## src/rtl/binary_raster_source_pkg.sv

```systemverilog
// Shared types and default timing for the binary raster replay source.
// Holds the stage-0 state encoding and the payload handed from stage 0 to the alignment stage.
package binary_raster_source_pkg;

  localparam int unsigned CNT_W        = 16;
  localparam int unsigned DEF_H_ACTIVE = 640;
  localparam int unsigned DEF_V_ACTIVE = 480;
  localparam int unsigned DEF_H_BLANK  = 1;
  localparam int unsigned DEF_V_PRE    = 1;
  localparam int unsigned DEF_V_POST   = 1;
  localparam int unsigned DEF_ADDR_W   = 19;

  typedef enum logic [2:0] {
    ST_IDLE   = 3'd0,
    ST_PRE    = 3'd1,
    ST_LINE   = 3'd2,
    ST_HBLANK = 3'd3,
    ST_POST   = 3'd4
  } raster_state_e;

  // One stage-0 beat: sync levels, pixel-valid and counter snapshot.
  // cnt_load marks beats whose h/v should be published; other beats hold the previous counters.
  typedef struct packed {
    logic             hs;
    logic             vs;
    logic             active;
    logic             cnt_load;
    logic [CNT_W-1:0] h;
    logic [CNT_W-1:0] v;
  } raster_beat_t;

endpackage

```

## src/rtl/binary_raster_source_timing_fsm.sv

```systemverilog
// Stage 0 of the raster source: frame/line sequencing, h/v/address counters and RAM read strobe.
// RAM controls and busy are registered from the next state so they line up with state_q.
module binary_raster_source_timing_fsm
  import binary_raster_source_pkg::*;
#(
  parameter int unsigned H_ACTIVE = DEF_H_ACTIVE,
  parameter int unsigned V_ACTIVE = DEF_V_ACTIVE,
  parameter int unsigned H_BLANK  = DEF_H_BLANK,
  parameter int unsigned V_PRE    = DEF_V_PRE,
  parameter int unsigned V_POST   = DEF_V_POST,
  parameter int unsigned ADDR_W   = DEF_ADDR_W
) (
  input  logic              CLK,
  input  logic              RESET,
  input  logic              i_START,
  input  logic              i_CONTINUOUS,
  output logic              o_RD_EN,
  output logic [ADDR_W-1:0] o_RD_ADDR,
  output logic              o_BUSY,
  output raster_beat_t      beat_c,
  output logic              frame_last_c
);

  raster_state_e     state_q, state_d;
  logic [CNT_W-1:0]  cyc_q, cyc_d;
  logic [CNT_W-1:0]  h_q, h_d;
  logic [CNT_W-1:0]  v_q, v_d;
  logic [ADDR_W-1:0] addr_q, addr_d;
  logic              rd_en_q, rd_en_d;
  logic              busy_q, busy_d;
  logic              pre_entry;

  always_ff @(posedge CLK) begin
    if (RESET) begin
      state_q <= ST_IDLE;
      cyc_q   <= '0;
      h_q     <= '0;
      v_q     <= '0;
      addr_q  <= '0;
      rd_en_q <= 1'b0;
      busy_q  <= 1'b0;
    end else begin
      state_q <= state_d;
      cyc_q   <= cyc_d;
      h_q     <= h_d;
      v_q     <= v_d;
      addr_q  <= addr_d;
      rd_en_q <= rd_en_d;
      busy_q  <= busy_d;
    end
  end

  always_comb begin
    state_d      = state_q;
    cyc_d        = cyc_q;
    h_d          = h_q;
    v_d          = v_q;
    addr_d       = addr_q;
    frame_last_c = 1'b0;
    pre_entry    = 1'b0;

    case (state_q)
      ST_IDLE: begin
        if (i_START) begin
          state_d   = ST_PRE;
          pre_entry = 1'b1;
        end
      end

      ST_PRE: begin
        if (cyc_q == CNT_W'(V_PRE - 1)) begin
          state_d = ST_LINE;
          cyc_d   = '0;
        end else begin
          cyc_d = cyc_q + CNT_W'(1);
        end
      end

      // v advances as the line ends so HBLANK can already tell whether lines remain
      ST_LINE: begin
        addr_d = addr_q + ADDR_W'(1);
        if (h_q == CNT_W'(H_ACTIVE - 1)) begin
          h_d     = '0;
          v_d     = v_q + CNT_W'(1);
          cyc_d   = '0;
          state_d = ST_HBLANK;
        end else begin
          h_d = h_q + CNT_W'(1);
        end
      end

      ST_HBLANK: begin
        if (cyc_q == CNT_W'(H_BLANK - 1)) begin
          cyc_d   = '0;
          state_d = (v_q == CNT_W'(V_ACTIVE)) ? ST_POST : ST_LINE;
        end else begin
          cyc_d = cyc_q + CNT_W'(1);
        end
      end

      ST_POST: begin
        if (cyc_q == CNT_W'(V_POST - 1)) begin
          frame_last_c = 1'b1;
          cyc_d        = '0;
          if (i_CONTINUOUS) begin
            state_d   = ST_PRE;
            pre_entry = 1'b1;
          end else begin
            state_d = ST_IDLE;
          end
        end else begin
          cyc_d = cyc_q + CNT_W'(1);
        end
      end

      default: state_d = ST_IDLE;
    endcase

    // Every frame starts from pixel (0,0) at address 0
    if (pre_entry) begin
      cyc_d  = '0;
      h_d    = '0;
      v_d    = '0;
      addr_d = '0;
    end

    rd_en_d = (state_d == ST_LINE);
    busy_d  = (state_d != ST_IDLE);

    beat_c.hs       = (state_q == ST_LINE);
    beat_c.vs       = (state_q == ST_LINE) || (state_q == ST_HBLANK);
    beat_c.active   = (state_q == ST_LINE);
    beat_c.cnt_load = (state_q == ST_LINE) || (state_q == ST_PRE);
    beat_c.h        = h_q;
    beat_c.v        = v_q;
  end

  assign o_RD_EN   = rd_en_q;
  assign o_RD_ADDR = addr_q;
  assign o_BUSY    = busy_q;

endmodule

```

## src/rtl/binary_raster_source.sv

```systemverilog
// Replays a 1-bit frame from a synchronous frame RAM as a VGA-style binary raster.
// Stage 1 delays the stage-0 beat by one cycle to line up with the RAM read data.
module binary_raster_source
  import binary_raster_source_pkg::*;
#(
  parameter int unsigned H_ACTIVE = DEF_H_ACTIVE,
  parameter int unsigned V_ACTIVE = DEF_V_ACTIVE,
  parameter int unsigned H_BLANK  = DEF_H_BLANK,
  parameter int unsigned V_PRE    = DEF_V_PRE,
  parameter int unsigned V_POST   = DEF_V_POST,
  parameter int unsigned ADDR_W   = DEF_ADDR_W
) (
  input  logic              CLK,
  input  logic              RESET,
  input  logic              i_START,
  input  logic              i_CONTINUOUS,
  output logic              o_RD_EN,
  output logic [ADDR_W-1:0] o_RD_ADDR,
  input  logic              i_RD_DATA,
  output logic              VGA_HS,
  output logic              VGA_VS,
  output logic [CNT_W-1:0]  H_CNT,
  output logic [CNT_W-1:0]  V_CNT,
  output logic              BINARY_FLAG,
  output logic              o_BUSY,
  output logic              o_FRAME_DONE
);

  raster_beat_t     beat_c;
  logic             frame_last_c;

  logic             hs_q, hs_d;
  logic             vs_q, vs_d;
  logic             active_q, active_d;
  logic [CNT_W-1:0] h_cnt_q, h_cnt_d;
  logic [CNT_W-1:0] v_cnt_q, v_cnt_d;
  logic             frame_done_q, frame_done_d;

  binary_raster_source_timing_fsm #(
    .H_ACTIVE (H_ACTIVE),
    .V_ACTIVE (V_ACTIVE),
    .H_BLANK  (H_BLANK),
    .V_PRE    (V_PRE),
    .V_POST   (V_POST),
    .ADDR_W   (ADDR_W)
  ) u_timing (
    .CLK          (CLK),
    .RESET        (RESET),
    .i_START      (i_START),
    .i_CONTINUOUS (i_CONTINUOUS),
    .o_RD_EN      (o_RD_EN),
    .o_RD_ADDR    (o_RD_ADDR),
    .o_BUSY       (o_BUSY),
    .beat_c       (beat_c),
    .frame_last_c (frame_last_c)
  );

  // Counters hold through HBLANK/POST/IDLE so consumers see the last pixel position
  always_comb begin
    hs_d         = beat_c.hs;
    vs_d         = beat_c.vs;
    active_d     = beat_c.active;
    h_cnt_d      = h_cnt_q;
    v_cnt_d      = v_cnt_q;
    frame_done_d = frame_last_c;
    if (beat_c.cnt_load) begin
      h_cnt_d = beat_c.h;
      v_cnt_d = beat_c.v;
    end
  end

  always_ff @(posedge CLK) begin
    if (RESET) begin
      hs_q         <= 1'b0;
      vs_q         <= 1'b0;
      active_q     <= 1'b0;
      h_cnt_q      <= '0;
      v_cnt_q      <= '0;
      frame_done_q <= 1'b0;
    end else begin
      hs_q         <= hs_d;
      vs_q         <= vs_d;
      active_q     <= active_d;
      h_cnt_q      <= h_cnt_d;
      v_cnt_q      <= v_cnt_d;
      frame_done_q <= frame_done_d;
    end
  end

  assign VGA_HS       = hs_q;
  assign VGA_VS       = vs_q;
  assign H_CNT        = h_cnt_q;
  assign V_CNT        = v_cnt_q;
  assign o_FRAME_DONE = frame_done_q;
  // RAM data arrives unregistered; gating keeps blanking pixels at 0
  assign BINARY_FLAG  = i_RD_DATA & active_q;

endmodule

```

## config.mk

```make
export PLATFORM = sky130hd
export DESIGN_NAME = binary_raster_source
export DESIGN_NICKNAME = d
export VERILOG_FILES = /design/src/rtl/binary_raster_source_pkg.sv /design/src/rtl/binary_raster_source_timing_fsm.sv /design/src/rtl/binary_raster_source.sv
export SDC_FILE = /design/constraint.sdc
export NUM_CORES = 1
export LEC_CHECK = 0
export ABC_CLOCK_PERIOD_IN_PS = 3100
export CAP_MARGIN = 20
export CELL_PAD_IN_SITES_DETAIL_PLACEMENT = 1
export CELL_PAD_IN_SITES_GLOBAL_PLACEMENT = 1
export CORE_MARGIN = 1
export CORE_UTILIZATION = 44
export CTS_CLUSTER_DIAMETER = 50
export CTS_CLUSTER_SIZE = 30
export DETAILED_ROUTE_END_ITERATION = 10
export GPL_TIMING_DRIVEN = 0
export PLACE_DENSITY_LB_ADDON = 0.3
export SYNTH_ARGS = -nofsm -noshare
export SYNTH_HDL_FRONTEND = slang
export SYNTH_SLANG_ARGS = --single-unit
```

## constraint.sdc

```tcl
create_clock -name CLK -period 3.1 [get_ports CLK]
set_clock_uncertainty 0.15 [all_clocks]
set_input_delay 0.465 -clock CLK [delete_from_list [all_inputs] [get_ports CLK]]
set_output_delay 0.465 -clock CLK [all_outputs]
set_load 0.01 [all_outputs]
```

After elaboration in Yosys (flattened, before gate mapping)
Index checks and enable logic that the tools add are counted.
W data, S select, Z words.
Operators by class
  add/sub/neg operators: 4
  equality and inequality tests: 8
  mux-type cells: 17
  bitwise operators: 2
  reductions and logical operators: 11
Operators by type and width (number)
  $add A16 B1 Y16 const B: 3
  $mux W16: 3
  $pmux W16 S2: 1
  $add A19 B1 Y19 const B: 1
  $mux W3: 6
  $eq A16 B10 Y1 const B: 1
  $eq A16 B9 Y1 const B: 1
  $logic_not A16 Y1: 1
  $pmux W3 S5: 1
  $eq A3 B2 Y1 const B: 3
  $mux W1: 5
  $reduce_and A2 Y1: 2
  $reduce_or A2 Y1: 2
  $eq A3 B1 Y1 const B: 1
  $eq A3 B3 Y1 const B: 1
  $logic_not A3 Y1: 1
  $reduce_bool A3 Y1: 1
  $reduce_or A3 Y1: 1
  $logic_or A1 B1 Y1: 2
  $ne A2 B1 Y1 const B: 1
  $pmux W1 S2: 1
  $reduce_bool A2 Y1: 1
  $and A1 B1 Y1: 1
  $not A1 Y1: 1
Storage, ports and cells
  register bits after elaboration: 107
  input port bits: 5
  output and inout port bits: 57
  word-level logic and storage cells: 54

Depth between registers and ports, before layout
  depth in word-level cells: 5
  depth in mapped cells: 8
  gate-level depth less buffers: 7

Cells and area by module
A second synthesis with hierarchy kept.
Second synthesis, totals
  cells, all modules: 541
  area total of the unflattened synthesis: 4882.2 sq um
Modules (own cells, without submodules)
  binary_raster_source_timing_fsm: times used 1, cells each 428, area an instance 3598.5 sq um, sequential area each 1441.4 sq um
  binary_raster_source: times used 1, cells each 113, area an instance 1283.7 sq um, sequential area each 720.7 sq um

Least setup slack after synthesis
Ideal clock, no wire load.
  path kind: register -> register
  start point: register u_timing.h_q[0]
  end point: register u_timing.cyc_q[11]
  setup time: 0.074 ns
  arrival time: 1.774 ns
  required time: 2.876 ns
  slack: 1.101 ns
  stages on the path, launching flop included: 8
  path buffers: 1
  clock period less this slack: 1.999 ns
  path through: dfxtp_1 ha_1 nor4b_2 and3_1 buf_4 a21oi_2 or4_1 a21oi_1
On the way
  longest elaborated chain between the ends: 3
Ends and longest elaborated chain
  from (decl): RTL line binary_raster_source_timing_fsm.sv:26  | logic [CNT_W-1:0] h_q, h_d;
  from (signal assigned): RTL line binary_raster_source_timing_fsm.sv:37  | h_q <= '0;
  from (signal assigned): RTL line binary_raster_source_timing_fsm.sv:45  | h_q <= h_d;
  $eq A16 B10 Y1: RTL line binary_raster_source_timing_fsm.sv:82  | if (h_q == CNT_W'(H_ACTIVE - 1)) begin
  $ne A2 B1 Y1 (no source line)
  $reduce_and A2 Y1 (no source line)
  to (signal assigned): RTL line binary_raster_source_timing_fsm.sv:44  | cyc_q <= cyc_d;
  to (decl): RTL line binary_raster_source_timing_fsm.sv:25  | logic [CNT_W-1:0] cyc_q, cyc_d;
Every way passes these cells.
A chain may end at the register's enable or synchronous reset.

Worst setup path in the final report
  start point: register u_timing.cyc_q[0]
  end point: register u_timing.v_q[0]
On the way
  longest elaborated chain between the ends: 4
Ends and longest elaborated chain
  $logic_not A16 Y1: RTL line binary_raster_source_timing_fsm.sv:102  | if (cyc_q == CNT_W'(V_POST - 1)) begin
  $mux W1: RTL line binary_raster_source_timing_fsm.sv:102
  $pmux W1 S2: RTL line binary_raster_source_timing_fsm.sv:62  | case (state_q)
  $reduce_or A2 Y1 (no source line)
  to (signal assigned): RTL line binary_raster_source_timing_fsm.sv:46  | v_q <= v_d;
  to (decl): RTL line binary_raster_source_timing_fsm.sv:27  | logic [CNT_W-1:0] v_q, v_d;
Every way passes these cells.

==> reports/results.ini <==
[synth]
synth.most_common_cell = dfxtp_1
synth_ff_type = dfxtp_1
synthArstFlopShare = 0
synth_area_leaders = dfxtp_1, nand2_1, xor2_1
netlist_instances = 569
synth_edf_count = 0
synth.top_cell.area_share = 0.4492
yosysUniqueCellTypes = 49
yosys.area.top_type = dfxtp_1
synthesis.area_um2 = 4768
ys_warn_count = 0
synth_common_cells = dfxtp_1, nand2_1, nor2_1, a21oi_1, xor2_1
syn_avg_cell_area_um2 = 8.380
ys_ff_latch = 107
synth_fp_nets = 580
synth_seq_area_share = 0.4492

[layout]
n_antenna_cell = 0
area_growth_pct = 20.65
final_nets = 652
layout-drive-gt1-share = 0.06056
final_util = 0.5523
fillers = 1282

[timing]
fmax_ghz = 0.3880
worst_pin_slew_ns = 0.7742
fin_crit_ns = 2.577
setup_violations = 0
hold_viol = 0
slew_headroom = 0.4816
finalCritPeriodShare = 0.8313
slew_viol_final = 0
tns_ns = 0
rsz0062_at_grt = false

[placement]
place_congestion = 0.8493
dp.final_hpwl_um = 9714
io_buffers = 61

[detailed_routing]
viasPerCell = 5.596
drc_errors = 0
drtIter0Drc = 139
wirelength_um = 13280
ant_nets = 0
drtPass1Iterations = 4
num_vias = 4365
avgRoutedWirePerCell_um = 17.02

[grt]
grt_pass1_vias = 4560
track_usage = 0.2474
grt_overflow_total = 0
grt_max_degree = 17
grt_first_pass_wirelength_um = 22110
antenna_found_initial = 0

[clock_tree]
cts-root-buf = clkbuf_8
holdBufCountCts = 0
cts_tree = yes
ctsResizeCount = 0
insertion_delay_ns = 0.38
cts_inserted_buffers = 9
cts.clk_slew.worst_paths_ns = 0.10
cts_sinks = 107
ctsLongestPathBuffers = 2
postCtsSetupBuffers = 0
cts_max_level = 3

[job]
drv_cap = 0

[floorplan]
initial_utilization = 0.4578
fp.dieH_um = 106.1
fp.coreArea_um2 = 10420
rows = 37
die-area_um2 = 11260
io_pins = 62
chipWidth_um = 106.1

[setup_path]
crit_type = reg2reg
worst_setup_path_end_kind = flop
cp-startpoint = u_timing.cyc_q[0]
required_ns = 3.21
crit_fanout = 10
r2r_start = u_timing.cyc_q[0]
critPathArrivalTime_ns = 2.68
start_kind = flop

[pwr]
cellPowerDensity_nw_per_um2 = 427.2
ir_worst_vdd_mv = 0.2586
power.leakage_uw = 0.001928

[status]
status = completed

[worst_hold_path]
min-delay-path-class = reg2reg
hold_path.startpoint = H_CNT[10]

## metrics by stage
stage,total power [uW],area [um2],hold slack (ns),instances,setup WS (ns)
final,2458,5753,0.3126,780,0.5229
after global routing,2534,5753,0.3379,780,0.3402
after CTS,2473,5753,0.3184,780,0.5324
after detailed placement,1572,5549,0.3035,766,0.4715
after global placement,1564,5549,0.2932,766,0.5881
after floorplan,1510,4768,0.3016,569,1.101
## path summary, 6_finish.rpt
| path | cells after the start | slack, ns | endpoint |
|---|---|---|---|
| max | 8 | 0.52 | u_timing.v_q[0] |
| min | 2 | 0.31 | H_CNT[10] |
| max reg2reg | 8 | 0.52 | u_timing.v_q[0] |
| min reg2reg | 2 | 0.31 | H_CNT[10] |
## sequential cells by signal (all words and copies together) (netlist names)
name                count
VGA_VS                  1
active_q                1
u_timing.h_q           16
H_CNT                  16
u_timing.v_q           16
o_FRAME_DONE            1
u_timing.cyc_q         16
u_timing.o_RD_ADDR     19
u_timing.state_q        3
V_CNT                  16
u_timing.o_RD_EN        1
u_timing.o_BUSY         1
## critical path: stages (launching register included)
cell and delay (ns):
dfxtp_1 0.37, inv_1 0.08, ha_1 0.15, nor4b_1 0.35
and4_1 0.38, nand3_1 0.19, nand2_1 0.35, buf_2 0.35
nor2_1 0.09
## metal layers
metal / wire length, um / global-route usage / vias up
li1: - / - / 2106
met1: 5753 / 0.2875 / 2171
met2: 6912 / 0.4550 / 65
met5: 0 / 0 / -
met3: 375 / 0.05212 / 23
met4: 234 / 0.06746 / 0
## placed cells by master (no fill, tap or decap), types with 12 or more instances in the layout
cell / n
clkdlybuf4s50_1: 61
xnor2_1: 17
and3_1: 14
clkbuf_1: 14
and4_1: 12
inv_1: 13
nor2_1: 64
nand4_1: 19
xor2_1: 32
nor3_1: 12
a21oi_1: 54
dfxtp_1: 107
nand2_1: 97
nand3_1: 22
## final cells by class
cell class / count / area [um2] / area share
flip-flops and latches: 107 / 2142 / 0.3723
clock inverters: 5 / 80.08 / 0.01392
multi-input cells: 422 / 2439 / 0.4239
inverters: 13 / 48.80 / 0.008482
well taps: 136 / 170.2 / 0.02958
repair buffers: 61 / 610.6 / 0.1061
plain buffers: 27 / 138.9 / 0.02414
clock buffers: 9 / 123.9 / 0.02153
## logic make-up (layout without fill, tap and decap cells)
| logic type | after synthesis | after routing | synth area share |
|---|---|---|---|
| compound gates | 82 | 82 | 0.09893 |
| xor+xnor | 49 | 49 | 0.09000 |
| fa+ha+maj | 6 | 6 | 0.01574 |
| buf+inv | 40 | 115 | 0.03936 |
| flops | 107 | 107 | 0.4492 |
| mux | 1 | 1 | 0.002099 |
| simple gates | 284 | 284 | 0.3046 |
## power by group
part	switching (uW)	total, uW	internal [uW]	leakage, uW
clock	471	916	445	0.0000972
sequential	6.15	1390	1380	0.000862
combinational	116	156	39.9	0.000968
total	593	2460	1860	0.00193
(Power assumes the default switching activity.)
